File: config.mk
export PLATFORM = sky130hd
export DESIGN_NAME = regfile_param
export DESIGN_NICKNAME = d
export VERILOG_FILES = /design/src/rtl/regfile_pkg.sv /design/src/rtl/regfile_clr_seq.sv /design/src/rtl/regfile_param.sv
export SDC_FILE = /design/constraint.sdc
export NUM_CORES = 1
export LEC_CHECK = 0
export CORE_ASPECT_RATIO = 1.75
export CORE_MARGIN = 2
export CORE_UTILIZATION = 50
export DETAILED_ROUTE_END_ITERATION = 8
export PLACE_DENSITY = 0.71
export SLEW_MARGIN = 10
export SYNTH_ARGS = -nofsm -noshare
export SYNTH_HDL_FRONTEND = slang
export SYNTH_SLANG_ARGS = --single-unit
File: constraint.sdc
create_clock -name clk -period 13.6 [get_ports clk]
set_input_delay 2.72 -clock clk [delete_from_list [all_inputs] [get_ports clk]]
set_output_delay 2.72 -clock clk [all_outputs]
set_load 0.005 [all_outputs]
File: src/rtl/regfile_pkg.sv
// regfile_pkg: shared clear-FSM state type, default geometry and address range check for regfile_param
package regfile_pkg;

    typedef enum logic [1:0] {
        IDLE  = 2'd0,
        SWEEP = 2'd1,
        DONE  = 2'd2
    } clr_state_t;

    localparam int DEF_WIDTH = 16;
    localparam int DEF_DEPTH = 8;

    function automatic logic addr_ok(input int unsigned addr, input int unsigned depth);
        return addr < depth;
    endfunction

endpackage

File: src/rtl/regfile_clr_seq.sv
// regfile_clr_seq: clear sequencer that zeroes one register per cycle, then pulses done for one cycle
module regfile_clr_seq
    import regfile_pkg::*;
#(
    parameter int DEPTH = DEF_DEPTH,
    localparam int AW = $clog2(DEPTH)
) (
    input  logic          clk,
    input  logic          reset,
    input  logic          clr_req,
    output logic          clr_busy,
    output logic          clr_done,
    output logic          clr_we,
    output logic [AW-1:0] clr_addr
);

    clr_state_t    state, state_n;
    logic [AW-1:0] ptr, ptr_n;

    // State and sweep pointer registers; reset aborts any sweep in progress
    always_ff @(posedge clk or posedge reset) begin
        if (reset) begin
            state <= IDLE;
            ptr   <= '0;
        end else begin
            state <= state_n;
            ptr   <= ptr_n;
        end
    end

    // Next state: the pointer only advances while sweeping and is parked at 0 otherwise
    always_comb begin
        state_n = state;
        ptr_n   = '0;
        unique case (state)
            IDLE:    if (clr_req) state_n = SWEEP;
            SWEEP: begin
                ptr_n = ptr + 1'b1;
                if (ptr == AW'(DEPTH - 1)) state_n = DONE;
            end
            DONE:    state_n = IDLE;
            default: state_n = IDLE;
        endcase
    end

    assign clr_busy = state == SWEEP;
    assign clr_done = state == DONE;
    assign clr_we   = clr_busy;
    assign clr_addr = ptr;

endmodule

File: src/rtl/regfile_param.sv
// regfile_param: WIDTHxDEPTH register file, one write port, two combinational read ports, hardware clear sweep.
// Define REGFILE_BYPASS_EN to forward accepted write data to matching read ports in the same cycle.
module regfile_param
    import regfile_pkg::*;
#(
    parameter int WIDTH = DEF_WIDTH,
    parameter int DEPTH = DEF_DEPTH,
    localparam int AW = $clog2(DEPTH)
) (
    input  logic             clk,
    input  logic             reset,
    input  logic             wr,
    input  logic [AW-1:0]    wr_addr,
    input  logic [WIDTH-1:0] d_in,
    input  logic [AW-1:0]    rd_addr_a,
    input  logic [AW-1:0]    rd_addr_b,
    output logic [WIDTH-1:0] d_out_a,
    output logic [WIDTH-1:0] d_out_b,
    input  logic             clr_req,
    output logic             clr_busy,
    output logic             clr_done,
    output logic             wr_drop
);

    logic [WIDTH-1:0] regs [DEPTH];
    logic             clr_we;
    logic [AW-1:0]    clr_addr;
    logic             wr_ok;
    logic [WIDTH-1:0] a_q, b_q;

    regfile_clr_seq #(.DEPTH(DEPTH)) u_clr (
        .clk      (clk),
        .reset    (reset),
        .clr_req  (clr_req),
        .clr_busy (clr_busy),
        .clr_done (clr_done),
        .clr_we   (clr_we),
        .clr_addr (clr_addr)
    );

    // The sweep owns the array while busy, so a user write is either accepted alone or dropped
    assign wr_ok   = wr && !clr_busy && addr_ok(32'(wr_addr), DEPTH);
    assign wr_drop = wr && !wr_ok;

    // Register array: async clear on reset, sweep zeroing, then accepted writes
    always_ff @(posedge clk or posedge reset) begin
        if (reset) begin
            for (int i = 0; i < DEPTH; i++) regs[i] <= '0;
        end else if (clr_we) begin
            regs[clr_addr] <= '0;
        end else if (wr_ok) begin
            regs[wr_addr] <= d_in;
        end
    end

    assign a_q = addr_ok(32'(rd_addr_a), DEPTH) ? regs[rd_addr_a] : '0;
    assign b_q = addr_ok(32'(rd_addr_b), DEPTH) ? regs[rd_addr_b] : '0;

`ifdef REGFILE_BYPASS_EN
    assign d_out_a = (wr_ok && wr_addr == rd_addr_a) ? d_in : a_q;
    assign d_out_b = (wr_ok && wr_addr == rd_addr_b) ? d_in : b_q;
`else
    assign d_out_a = a_q;
    assign d_out_b = b_q;
`endif

endmodule
==> impl_results.md <==
* Vias in the first global route at 5311
* WS Path Type: in -> out
* Worst reg2reg path startpoint: u_clr.state[1]$_DFFE_PP0P_
* # DRC at 0
* Final antenna-violating net count at 0
* RSZ-0062 raised after global routing: no
* Final net count at 520
* Root Driver: clkbuf_16
* Die area at 14700 um^2
* PD cells at 206 nW/um^2
* Syn Inst Count at 458
* FF/Latch Area at 3330 um^2
* Post-synth ARST share at 1.00
* Port Buffers at 63
* Fraction of the yosys area taken by sequential cells at 0.484
* Longest Clk Path Bufs at 2
* Setup Fix Bufs, Post-CTS at 0
* Max Cap Viol at 0
* ANT cells at 0
* CTS sink count at 133
* Worst vdd ir at 0.125 mV
* Synth Area in Compound Gates at 0.182
* Syn avg cell area at 15.0 um^2
* Switching Fraction at 0.314
* Most common cell in the synthesized netlist: dfrtp_1
* Cell accounting for the most synthesized area: dfrtp_1
* Htree depth at 4
* DR iter-0 viols at 455
* Synth top area cells: dfrtp_1 48%, mux4_2 21%, a22o_1 16%, mux2_2 5.2%, a32oi_2 1.9%
* Crit path required time at 10.88 ns
* Post-synth top flop: dfrtp_1
* Yosys warnings at 0
* Crit share post-route at 0.562
* Clk slew on worst S/H paths at 0.06 ns
* Adder-cell share of the synthesized area at 0.00364
* Post-Synth Simple-Gate Area at 0.0266
* Placed Cells at 644
* Initial core utilization at 0.511
* Setup TNS at 0 ns
* Die width at 92.7 um
* Post-synth EDFFs at 0
* Clock power share at 0.286
* FMAX at 131 MHz
* R2r setup slk at 11.44 ns
* TritonRoute pass-1 iters at 5
* Min-Delay Path Depth at 1
* PostCTS Resize Cnt at 0
* CTS Buf Count at 17
* Worst-Margin Slew at 1.34 ns
* Top sig layer: met4
* Post-synth top area share at 0.484
* Reg2reg path depth at 3
* Hold Vio Cnt, Final at 0
* Boundary Pins at 64
* Final Non-Filler Cells at 675
* Logic pwr share at 0.329
* P_sw at 526 uW
* Slew Limit Headroom at 0.105
* Final Setup Violations at 0
* Worst Path Max Fanout at 32
* Cts hold-fix bufs at 0
* Gpl congestion at 0.769
* Post-Syn Nets at 489
* DRT met1 WL at 7230 um
* First-pass GRT wire length at 30500 um
* Type of origin of the critical path: input port
* Xor and xnor area share after synthesis at 0
* Initial antenna violation count at 0
* Leak Pwr at 0.00361 uW
* CTS tree: done
* Footprint of the multi-input gates at 3270 um^2
* Reg2reg end: regs[124]$_DFFE_PP0P_
* Core area at 13500 um^2
* Clk Latency, worst-skew pair at 0.42 ns
* Top post-synthesis cells by count: 133 x dfrtp_1, 128 x a22o_1, 64 x mux4_2, 32 x mux2_2, 22 x buf_1
* Yosys reg bits at 133
* Area growth from synthesis to layout at 18.4%
* Final Critical Period at 7.65 ns
* Hpwl dp at 11000 um
* Final Skew at 0.00746 ns
* Largest net degree at the start of global routing at 78
* Final WL at 19700 um
* GRT overflow at 0
* Height of the die at 159 um
* Metal2 WL at 10000 um
* Wire per inst at 29.1 um
* Synth unique cells at 22
* DR vias at 4837
* # fillers at 1075
* Largest family of logic cells by synthesized area: multiplexers
* Worst min path class: reg -> reg
* Reg power frac at 0.385
* Slew Viols, Final at 0
* Internal power at 1150 uW
* Layout cells sized above 1 at 0.303
* Mux contribution to synthesized area at 0.263
* Synthesized area at 6880 um^2
* Total track usage at 0.279
* CP Data Arrival Time at 4.93 ns
* Critical path endpoint category: primary output
* Met3 routed WL at 1400 um
* Placement row count at 56
* Outcome: completed
* Hold Crit Start: regs[28]$_DFFE_PP0P_
* Hold EP: regs[28]$_DFFE_PP0P_
* Via density at 7.17
[sequential cells by signal, indices dropped and copies added, names as in the netlist]
signal	flops
regs	128
u_clr.clr_addr	3
u_clr.state	2
[metal layers]
metal,track usage,vias up
met2,0.445,272
met5,0,-
met4,0.168,0
met3,0.0506,77
li1,-,1920
met1,0.355,2568
[worst max path at each step]
stage | start | end
after global placement | rd_addr_b[1] | d_out_b[15]
after global routing | rd_addr_a[1] | d_out_a[15]
after floorplan | rd_addr_a[0] | d_out_a[0]
after detailed placement | rd_addr_b[1] | d_out_b[15]
after CTS | rd_addr_b[1] | d_out_b[15]
final | rd_addr_b[1] | d_out_b[15]
[worst max-delay path: stages]
cell,delay [ns]
clkdlybuf4s50_1,0.46
buf_4,0.46
mux4_2,0.56
mux2_2,0.27
clkdlybuf4s50_1,0.45
[placed cells by master (no fill, tap or decap)]
cell type        netlist  layout
inv_2                  1       1
nor2b_1                3       3
clkinv_2               0       1
mux4_2                64      64
nor2_1                 3       3
nor3b_4                1       1
buf_4                  0      10
inv_6                  0       1
clkdlybuf4s50_1        0      61
clkbuf_8               0       3
clkbuf_16              0      17
nor3b_2                1       1
mux2i_1                1       1
clkinvlp_4             0       5
nand2b_4               1       1
bufinv_16              0       3
a22o_1               128     128
and3b_1                3       3
ha_1                   2       2
dfrtp_1              133     133
inv_1                  3       2
buf_2                 20       2
mux2_2                32      32
and3_1                 9       9
and2_1                 4       4
clkinv_4               0       1
a32oi_2                8       8
inv_4                  0       1
[power by group through the flow]
stage,logic (uW),registers [uW],clock network [uW]
6_report,552,645,480
5_1_grt,585,661,500
4_1_cts,552,639,481
3_5_place_dp,548,641,0
3_3_place_gp,536,631,0
2_1_floorplan,373,608,0
[logic make-up after synthesis]
logic type,count (synthesis)
AOI/OAI and AO/OA,136
muxes,97
adders and majority gates,2
DFF,133
and+or+nand+nor,25
buffers and inverters,65
[final cells by class]
cell class              instances  area share
clock inverters                11      0.0184
clock buffers                  20      0.0573
flip-flops and latches        133       0.409
multi-input cells             260       0.401
inverters                       4     0.00215
repair buffers                 73      0.0854
well taps                     174      0.0267
[stage by stage]
stage	util	hold slack, ns	setup WS, ns	area (um^2)	power [uW]
detailed placement	0.560	0.498	5.96	7530	1190
CTS	0.606	0.518	5.95	8150	1670
finish	0.606	0.518	5.95	8150	1680
global placement	0.560	0.494	5.95	7530	1170
floorplan	-	0.477	6.85	6880	981
global route	0.606	0.534	5.91	8150	1750
Note: power is estimated with default switching activity, not from simulation.
